$ cat src/rtl/rom_word_fetcher.sv
// Burst fetcher between a synchronous byte ROM and 32-bit consumers: issues one
// byte read per cycle, packs bytes little-endian and queues words in a small FIFO.
module rom_word_fetcher #(
  parameter int ADDR_WIDTH = 15,
  parameter int FIFO_DEPTH = 4
) (
  input  logic                  clk,
  input  logic                  reset_n,
  input  logic                  req_valid,
  output logic                  req_ready,
  input  logic [ADDR_WIDTH-1:0] req_addr,
  input  logic [7:0]            req_len,
  input  logic                  abort,
  output logic                  rom_cen,
  output logic [ADDR_WIDTH-1:0] rom_addr,
  input  logic [7:0]            rom_data,
  output logic                  out_valid,
  output logic [31:0]           out_data,
  output logic                  out_last,
  input  logic                  out_ready,
  output logic                  busy
);

  localparam int PW = $clog2(FIFO_DEPTH);
  localparam int CW = PW + 1;

  localparam logic [0:0] IDLE = 1'b0;
  localparam logic [0:0] READ = 1'b1;

  logic [0:0]            state;
  logic [ADDR_WIDTH-1:0] addr;
  logic [8:0]            words_left;
  logic [1:0]            byte_idx;
  logic [1:0]            rom_lane;
  logic                  rom_last;
  logic                  cap_vld;
  logic [1:0]            cap_lane;
  logic                  cap_last;
  logic [1:0]            inflight_words;
  logic [23:0]           asm_word;

  logic [31:0]           fifo_data [FIFO_DEPTH];
  logic                  fifo_last [FIFO_DEPTH];
  logic [PW-1:0]         wr_ptr;
  logic [PW-1:0]         rd_ptr;
  logic [CW-1:0]         fifo_count;

  logic                  accept;
  logic                  pop;
  logic                  push;
  logic                  issue;
  logic                  start_word;
  logic [ADDR_WIDTH-1:0] cur_addr;
  logic [1:0]            cur_idx;
  logic [8:0]            cur_left;
  logic [CW:0]           occupancy;

  // The accept edge doubles as the first issue edge, so IDLE supplies the
  // request fields directly instead of the latched ones.
  always_comb begin
    cur_addr   = addr;
    cur_idx    = byte_idx;
    cur_left   = words_left;
    if (state == IDLE) begin
      cur_addr = req_addr;
      cur_idx  = 2'd0;
      cur_left = (req_len == 8'd0) ? 9'd256 : {1'b0, req_len};
    end
    accept     = req_valid & req_ready & ~abort;
    pop        = out_valid & out_ready;
    push       = cap_vld & (cap_lane == 2'd3);
    occupancy  = (CW+1)'(fifo_count) + (CW+1)'(inflight_words) - (CW+1)'(pop);
    issue      = ~abort & ((state == READ) | accept)
               & ((cur_idx != 2'd0) | (occupancy < (CW+1)'(FIFO_DEPTH)));
    start_word = issue & (cur_idx == 2'd0);
  end

  always_ff @(posedge clk or negedge reset_n) begin
    if (!reset_n) begin
      state          <= IDLE;
      addr           <= '0;
      words_left     <= '0;
      byte_idx       <= '0;
      rom_cen        <= 1'b0;
      rom_addr       <= '0;
      rom_lane       <= '0;
      rom_last       <= 1'b0;
      cap_vld        <= 1'b0;
      cap_lane       <= '0;
      cap_last       <= 1'b0;
      inflight_words <= '0;
      asm_word       <= '0;
    end else if (abort) begin
      state          <= IDLE;
      byte_idx       <= '0;
      rom_cen        <= 1'b0;
      cap_vld        <= 1'b0;
      inflight_words <= '0;
    end else begin
      rom_cen        <= issue;
      cap_vld        <= rom_cen;
      cap_lane       <= rom_lane;
      cap_last       <= rom_last;
      inflight_words <= inflight_words + {1'b0, start_word} - {1'b0, push};
      if (issue) begin
        rom_addr <= cur_addr;
        rom_lane <= cur_idx;
        rom_last <= (cur_left == 9'd1);
        addr     <= cur_addr + ADDR_WIDTH'(1);
        byte_idx <= cur_idx + 2'd1;
        if (cur_idx == 2'd3) begin
          words_left <= cur_left - 9'd1;
          state      <= (cur_left == 9'd1) ? IDLE : READ;
        end else begin
          words_left <= cur_left;
          state      <= READ;
        end
      end else if (accept) begin
        addr       <= req_addr;
        byte_idx   <= '0;
        words_left <= cur_left;
        state      <= READ;
      end
      if (cap_vld) begin
        case (cap_lane)
          2'd0:    asm_word[7:0]   <= rom_data;
          2'd1:    asm_word[15:8]  <= rom_data;
          2'd2:    asm_word[23:16] <= rom_data;
          default: ;
        endcase
      end
    end
  end

  always_ff @(posedge clk or negedge reset_n) begin
    if (!reset_n) begin
      for (int unsigned i = 0; i < FIFO_DEPTH; i++) begin
        fifo_data[i] <= '0;
        fifo_last[i] <= 1'b0;
      end
      wr_ptr     <= '0;
      rd_ptr     <= '0;
      fifo_count <= '0;
    end else if (abort) begin
      wr_ptr     <= '0;
      rd_ptr     <= '0;
      fifo_count <= '0;
    end else begin
      if (push) begin
        fifo_data[wr_ptr] <= {rom_data, asm_word};
        fifo_last[wr_ptr] <= cap_last;
        wr_ptr            <= wr_ptr + PW'(1);
      end
      if (pop)
        rd_ptr <= rd_ptr + PW'(1);
      fifo_count <= fifo_count + CW'(push) - CW'(pop);
    end
  end

  always_comb begin
    req_ready = (state == IDLE);
    out_valid = (fifo_count != '0);
    out_data  = out_valid ? fifo_data[rd_ptr] : '0;
    out_last  = out_valid ? fifo_last[rd_ptr] : 1'b0;
    busy      = (state != IDLE) | out_valid;
  end

endmodule

$ cat config.mk
export PLATFORM = sky130hd
export DESIGN_NAME = rom_word_fetcher
export DESIGN_NICKNAME = d
export VERILOG_FILES = /design/src/rtl/rom_word_fetcher.sv
export SDC_FILE = /design/constraint.sdc
export NUM_CORES = 1
export LEC_CHECK = 0
export CORE_ASPECT_RATIO = 1.75
export CORE_UTILIZATION = 45
export DETAILED_ROUTE_END_ITERATION = 6
export SYNTH_ARGS = -nofsm -noshare
export SYNTH_HDL_FRONTEND = slang
export SYNTH_SLANG_ARGS = --single-unit
$ cat constraint.sdc
create_clock -name clk -period 5.4 [get_ports clk]
set_input_delay 1.08 -clock clk [delete_from_list [all_inputs] [get_ports clk]]
set_output_delay 1.08 -clock clk [all_outputs]
set_load 0.01 [all_outputs]
Word level (Yosys, flattened, before mapping)
Cells that the tools add are included.
- bits in registers: 215
- output and inout port bits: 52
- add/sub/neg operators: 11
- magnitude comparators: 4
- eq/ne operators: 5
- muxes and demuxes: 39
- bitwise gates (word level): 14
- reductions and logical operators: 16
- operators with widths (cell ; count):
    bitwise mux 128 bit ; 1
    two-way mux 32 bit ; 4
    binary-select mux 32 bit (select 2 bit) ; 1
    demux 32 bit (select 2 bit) ; 1
    two-way mux 15 bit ; 3
    two-way mux 9 bit ; 5
    two-way mux 2 bit ; 9
    adder 15 x 1 -> 15 bit, second input constant ; 1
    two-way mux 1 bit ; 11
    equality test 9 x 1 -> 1 bit, second input constant ; 1
    AND reduction 3 bit ; 3
    subtractor 9 x 1 -> 9 bit, second input constant ; 1
    logical NOT 8 bit ; 1
    nonzero test 2 bit ; 4
    bitwise AND 1 bit ; 7
    adder 2 x 1 -> 2 bit, second input constant ; 3
    equality test 2 bit, second input constant ; 3
    greater-or-equal comparator 3 bit, second input constant ; 2
    inverter 2 -> 3 bit ; 2
    AND reduction 2 bit ; 3
    nonzero test 3 bit ; 2
    adder 3 x 2 -> 4 bit ; 1
    bitwise mux 4 bit ; 1
    logical NOT 2 bit ; 2
    14 further kinds ; 17

Logic depth before layout (Yosys ltp)
Gate-level depths: netlist (run 1).
- depth in word-level cells: 10
- depth in mapped cells: 17

Least setup slack after synthesis (run 1)
Ideal clock, no wire load.
- path kind: input to register
- from: input out_ready
- to: register inflight_words[0]
- setup time: 0.134 ns
- data arrival time: 3.563 ns
- data required time: 5.266 ns
- slack: 1.702 ns
- cell stages on the path: 15
- path buffers: 2
- path through: nor2b_1 > clkbuf_1 > ha_1 > inv_1 > ha_1 > and3b_1 > nor4b_2 > o31ai_4 > inv_1 > buf_2 > nand2_1 > ha_1 > inv_1 > ha_1 > nor2b_1
- cells in the longest elaborated chain, start to end: 9
- ends and longest elaborated chain (item ; line ; RTL):
    from (decl) ; 20 ; input logic out_ready,
    bitwise AND 1 bit ; 70 ; pop = out_valid & out_ready;
    subtractor 4 x 1 -> 4 bit ; 72 ; occupancy = (CW+1)'(fifo_count) + (CW+1)'(inflight_words) - (CW+1)'(pop);
    less-than comparator 4 x 3 -> 1 bit ; 74 ; & ((cur_idx != 2'd0) | (occupancy < (CW+1)'(FIFO_DEPTH)));
    bitwise OR 1 bit ; 74 ;
    bitwise AND 1 bit ; 74 ;
    bitwise AND 1 bit ; 75 ; start_word = issue & (cur_idx == 2'd0);
    adder 2 x 1 -> 2 bit ; 104 ; inflight_words <= inflight_words + {1'b0, start_word} - {1'b0, push};
    subtractor 2 x 1 -> 2 bit ; 104 ;
    two-way mux 2 bit ; 93 ; end else if (abort) begin
    to (signal assigned) ; 104 ;
    to (decl) ; 39 ; logic [1:0] inflight_words;
Every way passes these cells.
A chain may end at the register's enable or synchronous reset.

Final worst setup path (run 1)
- from: register rd_ptr[0]
- to: output out_data[1]
- cells in the longest elaborated chain, start to end: 5
- ends and longest elaborated chain (item ; line ; RTL):
    from (decl) ; 45 ; logic [PW-1:0] rd_ptr;
    from (signal assigned) ; 155 ; rd_ptr <= rd_ptr + PW'(1);
    inverter 2 -> 3 bit (implied by the code) ; 163 ; out_data = out_valid ? fifo_data[rd_ptr] : '0;
    binary-select mux 32 bit (select 2 bit) ; 163 ;
    two-way mux 32 bit (implied by the code) (2 in series) ; 163 ;
    two-way mux 32 bit ; 163 ;
    to (decl) ; 18 ; output logic [31:0] out_data,
Every way passes these cells. The select of a mux whose other input is x is not followed.

==> results of run 1 <==
## cells in the final DEF, fill, tap and decap left out, types with 7 or more instances in the layout
cell and count:
sky130_fd_sc_hd__nand2_1 68, sky130_fd_sc_hd__a31oi_1 15, sky130_fd_sc_hd__nand3_1 9, sky130_fd_sc_hd__mux2_2 159, sky130_fd_sc_hd__o21ai_0 20, sky130_fd_sc_hd__clkbuf_16 23
sky130_fd_sc_hd__xor2_1 7, sky130_fd_sc_hd__xnor2_1 18, sky130_fd_sc_hd__nor2b_1 42, sky130_fd_sc_hd__mux2i_1 20, sky130_fd_sc_hd__clkdlybuf4s50_1 86, sky130_fd_sc_hd__mux4_2 33
sky130_fd_sc_hd__buf_4 16, sky130_fd_sc_hd__nor2_1 34, sky130_fd_sc_hd__inv_1 20, sky130_fd_sc_hd__nor3_1 13, sky130_fd_sc_hd__dfrtp_1 213, sky130_fd_sc_hd__a21oi_1 14
sky130_fd_sc_hd__ha_1 16
## logic make-up after synthesis
logic type	Yosys count
compound gates	80
simple gates	203
mux	212
fa+ha+maj	17
xor+xnor	25
flops	215
buf+inv	69
## power groups by stage
stage / Sequential (mW) / Combinational, mW / Clock, mW
3_5_place_dp: 2.13 / 1.16 / 0
4_1_cts: 2.10 / 1.16 / 1.65
6_report: 2.09 / 1.14 / 1.61
5_1_grt: 2.14 / 1.27 / 1.71
3_3_place_gp: 2.11 / 1.12 / 0
2_1_floorplan: 2.04 / 0.782 / 0
## worst min-delay path: cells and delay by family, from the launching register on
kind | cells | cell delay [ns]
AND/OR/NAND/NOR | 1 | 0.05
AO/OA/AOI/OAI | 1 | 0.05
flip-flops | 1 | 0.34
## worst max path at each step
stage                                    to  startpoint  cells past startpoint  slack [ns]
final                           out_data[1]   rd_ptr[0]                      4        1.30
after floorplan           inflight_words[0]   out_ready                     15        1.70
after detailed placement  inflight_words[0]   out_ready                     14        0.86
after CTS                       out_data[1]   rd_ptr[0]                      4        1.20
after global placement    inflight_words[0]   out_ready                     14        0.94
after global routing      inflight_words[1]   out_ready                     15        1.14
## through the flow
stage               std cells  worst slack [ns]
global route             1215              1.14
detailed placement       1176             0.862
global placement         1176             0.937
finish                   1215              1.30
floorplan                 821              1.70
CTS                      1215              1.20
## layout make-up
cell class | count | share of cell area (%)
Clock inverter | 8 | 1.05
Multi-Input combinational cell | 537 | 38.5
Inverter | 20 | 0.606
Timing Repair Buffer | 104 | 8.20
Clock buffer | 31 | 5.13
Sequential cell | 215 | 43.5
Tap cell | 300 | 3.03
## flip-flops by register name, summed over array words and instances (netlist names), 2 cells and up
register,count
asm_word,24
fifo_count,3
fifo_last,4
words_left,9
rd_ptr,2
inflight_words,2
wr_ptr,2
rom_addr,15
rom_lane,2
fifo_data,128
cap_lane,2
addr,15
byte_idx,2
## per-layer routing
metal	part of all wire [%]	routed length (um)	track usage, %	vias to the layer above
met5	0	0	0	-
met4	2.0	467	5.79	0
met3	3.2	749	2.62	30
met2	56	13100	39.8	142
met1	39	9210	24.5	3433
li1	-	-	-	3090
## cell usage after synthesis, drive strengths merged (2+ instances only)
master,count
dfrtp,215
mux2,159
nand2,68
nor2b,42
nor2,34
mux4,33
buf,30
o21ai,21
inv,20
mux2i,20
clkbuf,19
xnor2,18
ha,16
nor3,16
a31oi,15
a21oi,14
nand3,9
xor2,7
nand4,5
a211oi,4
nand3b,4
o31ai,4
or2,4
and3,3
nor3b,3
nor4b,3
or3,3
a211o,2
a22oi,2
a32oi,2
and2,2
nor4,2
nor4bb,2
o211a,2
o21a,2
o22ai,2
==> impl_summary.log, run 1 <==
[metrics] Synth Area per Inst: 12.7 um^2
[metrics] via density per instance: 5.51
[metrics] cells along the critical path: buf_4 -> mux4_2 -> nor2b_1 -> clkdlybuf4s50_1
[metrics] minimum clock period after layout: 4.10 ns
[metrics] largest family of logic cells by synthesized area: multiplexers
[metrics] number of instances in the synthesized netlist: 821
[metrics] Final Skew: 0.0104 ns
[metrics] number of antenna cells inserted: 0
[metrics] share of the yosys chip area belonging to registers: 51.5%
[metrics] final-layout fill cell count: 1,912
[metrics] VDD IR-drop max: 0.328 mV
[metrics] slack of the worst reg-to-reg path: 2.01 ns
[metrics] fraction of final layout cells sized beyond drive strength 1: 28.2%
[metrics] startpoint type of the worst setup path: flip-flop
[metrics] PD cells: 391 nW/um^2
[metrics] synthesis-stage register bit count: 215
[metrics] slew at the pin with the worst max-slew slack: 0.930 ns
[metrics] Max-cap violations: 0
[metrics] library cell used as clock root buffer: sky130_fd_sc_hd__clkbuf_16
[metrics] via count of the first global-routing pass: 7,375
[metrics] leakage power total: 5.74 nW
[metrics] result of the run: complete, no violations
[metrics] clock-pin slew reported for the worst setup and hold paths after clock tree synthesis: 0.07 ns
[metrics] slowest stage cell, crit path: sky130_fd_sc_hd__dfrtp_2
[metrics] Post-Synthesis Cell Area: 10,400 um^2
[metrics] I/O Buffers: 87
[metrics] nets in the synthesized netlist: 874
[metrics] wire per inst: 19.4 um
[metrics] maximum fanout along the worst path: 23
[metrics] number of cell rows: 73
[metrics] unrepaired setup endpoints after global routing: false
[metrics] number of DRC markers after the initial detailed-route iteration: 334
[metrics] CTS-repair resized insts: 0
[metrics] y dimension of the die: 203 um
[metrics] Power Internal: 3.35 mW
[metrics] total global routing overflow: 0
[metrics] area leader, netlist: sky130_fd_sc_hd__dfrtp_1
[metrics] number of cells on the worst reg-to-reg path: 14
[metrics] hold buffer count at CTS: 0
[metrics] WP data arrival: 3.02 ns
[metrics] initial antenna violation count: 0
[metrics] number of buffers created by CTS: 22
[metrics] top cells by area in the synthesized netlist: sky130_fd_sc_hd__dfrtp_1 52%, sky130_fd_sc_hd__mux2_2 17%, sky130_fd_sc_hd__mux4_2 7.1%
[metrics] final-report hold violation count: 0
[metrics] yosys warns: 0
[metrics] first-pass GRT wire length: 38,700 um
[metrics] sink count of the clock tree: 215
[metrics] total setup buffers inserted after CTS: 0
[metrics] xor/xnor cell area share of the yosys netlist: 2.10%
[metrics] count of H-tree levels built during CTS: 1
[metrics] maximum number of pins on one net before global-route repair: 110
[metrics] Setup Total Neg Slack: 0 ns
[metrics] switching pwr: 1.49 mW
[metrics] Total Power: 4.84 mW
[metrics] later-pin clock latency in the skew report: 0.50 ns
[metrics] fraction of the mapped netlist area in compound gates: 5.21%
[metrics] fraction of power consumed by the clock network: 33.2%
[metrics] number of cells traversed by the worst hold path: 2
[metrics] portion of netlist area occupied by mux cells: 26.2%
[metrics] Post-DP Area: 11,600 um^2
[metrics] final cell utilization of the core: 54.4%
[metrics] global-route total usage across every layer: 21.1%
[metrics] worst hold path endpoint: rom_lane[1]
[metrics] simple-gate area share of the yosys netlist: 10.0%
[metrics] Final Slew Violations: 0
[metrics] crit share post-route: 76.0%
[metrics] launch instance of the worst register-to-register path: fifo_count[2]
[metrics] Core Area: 22,700 um^2
[metrics] Seq. cell area: 5380 um^2
[metrics] hold_ws: 0.477 ns
[metrics] type of element capturing the critical path: output pin
[metrics] Final Instance Area: 12,400 um^2
[metrics] DRC violation count after routing: 0
[metrics] area share of the largest cell type after synthesis: 51.5%
[metrics] power share of the combinational group: 23.5%
[metrics] routability congestion estimate from global placement: 0.781
[metrics] max incr delay on CP: 0.90 ns
[metrics] Horiz. Die Dim: 117 um
[metrics] setup-violating endpoint count in the final report: 0
[metrics] final HPWL from detailed placement: 15,200 um
[metrics] Setup Crit Path Kind: flip-flop to output pin
[metrics] Post-Synth Adder-Cell Area: 2.11%
[metrics] Post-DRT Antenna Nets: 0
[metrics] asr flop ratio synth: 100%
[metrics] switching share of power: 30.7%
[metrics] CTS tree: yes
[metrics] Hold Crit Class: flip-flop to flip-flop
[metrics] wirelength, routed: 23,500 um
[metrics] Initial Utilization: 45.9%
[metrics] CP required: 4.32 ns
[metrics] I/O pin cnt: 88
[metrics] unique cell type count in the Yosys netlist: 59
[metrics] DIE AREA: 23,800 um^2
[metrics] number of search-and-repair iterations in the first detailed-routing pass: 4
[metrics] Vias: 6,695
[metrics] peak clock frequency supported by timing: 244 MHz
[metrics] headroom to the max-slew limit: 37.6%
[metrics] area of the multi-input gates: 4770 um^2
[metrics] most common flop cell mapped by yosys: sky130_fd_sc_hd__dfrtp_1
[metrics] CP bufs+invs: 2
[metrics] Clock Tree Buf Depth: 3
[metrics] area growth from synthesis to layout: 18.6%
[metrics] number of synthesized flops with an enable pin: 0
[metrics] family with the most delay on the worst path: flip-flops
[metrics] share of total power in sequential cells: 43.3%
[metrics] worst r2r dst: inflight_words[0]
[metrics] net count of the finished layout: 953
[metrics] startpoint of the most critical hold path: rom_lane[1]
No activity file was read; power rests on OpenSTA's default activity.
==> inputs of run 2 (changes only) <==
==> constraint.sdc (replaced) <==
create_clock -name clk -period 3.85 [get_ports clk]
set_input_delay 0.77 -clock clk [delete_from_list [all_inputs] [get_ports clk]]
set_output_delay 0.77 -clock clk [all_outputs]
set_load 0.01 [all_outputs]
==> impl_summary.log, run 2 (synthesis gave the netlist of run 1 again) <==
[metrics] cells along the critical path: buf_4 -> mux4_2 -> nor2b_1 -> clkdlybuf4s50_1 (unchanged)
[metrics] Largest register FFs: 128 (unchanged)
[metrics] Setup Total Neg Slack: 0 ns (unchanged)
[metrics] Final Instance Area: 12,400 um^2 (about the same)
[metrics] number of cell rows: 73 (unchanged)
[metrics] most flop-heavy register: fifo_data (unchanged)
[metrics] top flop regs: fifo_data: 128 flops, asm_word: 24 flops (unchanged)
[metrics] area growth from synthesis to layout: 18.5% (was 18.6%)
[metrics] Seq. cell area: 5380 um^2 (unchanged)
[metrics] VDD IR-drop max: 0.300 mV (was 0.328 mV)
[metrics] family with the most delay on the worst path: buffers and inverters (was flip-flops)
[metrics] global-route total usage across every layer: 21.1% (about the same)
[metrics] Clock Tree Buf Depth: 3 (unchanged)
[metrics] headroom to the max-slew limit: 42.4% (was 37.6%)
[metrics] setup-violating endpoint count in the final report: 0 (unchanged)
[metrics] maximum number of pins on one net before global-route repair: 126 (was 110)
[metrics] WP data arrival: 2.63 ns (was 3.02 ns)
[metrics] y dimension of the die: 203 um (unchanged)
[metrics] slowest stage cell, crit path: sky130_fd_sc_hd__dfrtp_2 (unchanged)
[metrics] library cell used as clock root buffer: sky130_fd_sc_hd__clkbuf_16 (unchanged)
[metrics] Max-cap violations: 0 (unchanged)
[metrics] CP required: 3.08 ns (was 4.32 ns)
[metrics] number of buffers created by CTS: 21 (was 22)
[metrics] hold buffer count at CTS: 0 (unchanged)
[metrics] Initial Utilization: 45.9% (unchanged)
[metrics] PD cells: 537 nW/um^2 (was 391 nW/um^2)
[metrics] wire per inst: 19.3 um (was 19.4 um)
[metrics] peak clock frequency supported by timing: 294 MHz
[metrics] wirelength, routed: 23,500 um (about the same)
[metrics] final HPWL from detailed placement: 15,500 um (was 15,200 um)
[metrics] I/O Buffers: 87 (unchanged)
[metrics] commonest cells after routing, fill and taps aside: 213 x sky130_fd_sc_hd__dfrtp_1, 159 x sky130_fd_sc_hd__mux2_2, 86 x sky130_fd_sc_hd__clkdlybuf4s50_1, 68 x sky130_fd_sc_hd__nand2_1, 42 x sky130_fd_sc_hd__nor2b_1 (unchanged)
[metrics] area of the multi-input gates: 4770 um^2 (unchanged)
[metrics] later-pin clock latency in the skew report: 0.49 ns (was 0.50 ns)
[metrics] type of element capturing the critical path: output pin (unchanged)
[metrics] via count of the first global-routing pass: 7,494 (was 7,375)
[metrics] leakage power total: 5.76 nW (was 5.74 nW)
[metrics] Post-DP Area: 11,700 um^2 (was 11,600 um^2)
[metrics] crit share post-route: 88.3%
[metrics] clock-pin slew reported for the worst setup and hold paths after clock tree synthesis: 0.06 ns (was 0.07 ns)
[metrics] minimum clock period after layout: 3.40 ns
[metrics] number of search-and-repair iterations in the first detailed-routing pass: 4 (unchanged)
[metrics] Core Area: 22,700 um^2 (unchanged)
[metrics] Vias: 6,772 (was 6,695)
[metrics] Setup Crit Path Kind: flip-flop to output pin (unchanged)
[metrics] result of the run: complete, no violations (unchanged)
[metrics] max incr delay on CP: 0.61 ns (was 0.90 ns)
[metrics] net count of the finished layout: 960 (was 953)
[metrics] most common cell after layout, fill and taps aside: sky130_fd_sc_hd__dfrtp_1 (unchanged)
[metrics] first-pass GRT wire length: 38,900 um (was 38,700 um)
[metrics] I/O pin cnt: 88 (unchanged)
[metrics] Final Skew: 0.00656 ns (was 0.0104 ns)
[metrics] number of antenna cells inserted: 0 (unchanged)
[metrics] CTS-repair resized insts: 0 (unchanged)
[metrics] routability congestion estimate from global placement: 0.799 (was 0.781)
[metrics] Horiz. Die Dim: 117 um (unchanged)
[metrics] startpoint type of the worst setup path: flip-flop (unchanged)
[metrics] CTS tree: yes (unchanged)
[metrics] initial antenna violation count: 0 (unchanged)
[metrics] maximum fanout along the worst path: 11 (was 23)
[metrics] sink count of the clock tree: 215 (unchanged)
[metrics] slew at the pin with the worst max-slew slack: 0.864 ns (was 0.930 ns)
[metrics] DIE AREA: 23,800 um^2 (unchanged)
[metrics] Post-DRT Antenna Nets: 0 (unchanged)
[metrics] CP bufs+invs: 2 (unchanged)
[metrics] final-report hold violation count: 0 (unchanged)
[metrics] via density per instance: 5.55 (was 5.51)
[metrics] count of H-tree levels built during CTS: 1 (unchanged)
[metrics] total setup buffers inserted after CTS: 0 (unchanged)
[metrics] unrepaired setup endpoints after global routing: false (unchanged)
[metrics] fraction of final layout cells sized beyond drive strength 1: 28.6% (was 28.2%)
[metrics] Final Slew Violations: 0 (unchanged)
[metrics] Hold Crit Class: input port to asynchronous set/reset pin (was flip-flop to flip-flop)
[metrics] DRC violation count after routing: 0 (unchanged)
[metrics] number of DRC markers after the initial detailed-route iteration: 253 (was 334)
[metrics] final-layout fill cell count: 1,901 (was 1,912)
[metrics] total global routing overflow: 0 (unchanged)
-- run 2: changes by cell type in the layout (fill, tap and decap cells not counted), sizes merged --
cell	delta
clkinvlp	-2
bufinv	-1
clkbuf	-2
clkinv	+2
buf	+8
-- run 2: area by class of cell --
| cell class | count | share of cell area (%) |
|---|---|---|
| Multi-Input combinational cell | 537 | 38.5 |
| Clock buffer | 29 | 4.73 |
| Tap cell | 300 | 3.03 |
| Sequential cell | 215 | 43.5 |
| Timing Repair Buffer | 112 | 8.89 |
| Inverter | 20 | 0.607 |
| Clock inverter | 7 | 0.718 |
-- run 2: routing by layer --
| metal | track usage (%) | share of wire (%) | vias up |
|---|---|---|---|
| li1 | - | - | 3091 |
| met1 | 24.4 | 39 | 3527 |
| met2 | 39.7 | 56 | 123 |
| met3 | 2.41 | 2.9 | 31 |
| met4 | 6.42 | 2.3 | 0 |
| met5 | 0 | 0 | - |
-- run 2: per-stage QoR --
step	power, mW	worst slack, ns	util [%]	hold slack [ns]	instances
after floorplan	3.95	0.348	-	0.442	821
after global placement	4.60	0.287	51.4	0.467	1184
after detailed placement	4.67	0.168	51.4	0.475	1184
after CTS	6.74	0.377	54.4	0.238	1220
after global routing	7.03	0.332	54.4	0.250	1220
final	6.64	0.451	54.4	0.227	1220
-- run 2: final timing paths --
path                               start                 to  slack [ns]  depth (start not counted)
setup / recovery               rd_ptr[0]       out_data[19]        0.45                          4
setup reg to reg           fifo_count[2]  inflight_words[1]        0.90                         15
hold / removal                   reset_n     fifo_data[117]        0.23                          1
min in group clk             rom_addr[4]        rom_addr[4]        0.48                          2
hold reg to reg              rom_addr[4]        rom_addr[4]        0.48                          2
max in group asynchronous        reset_n     fifo_data[107]        2.58                          2
-- run 2: power by group --
group          total, mW  leakage, nW  internal, mW  switching (mW)
Sequential          2.91         2.91          2.58           0.321
Combinational       1.70         2.52         0.797           0.901
Clock               2.04        0.335          1.20           0.840
Total               6.64         5.76          4.58            2.06
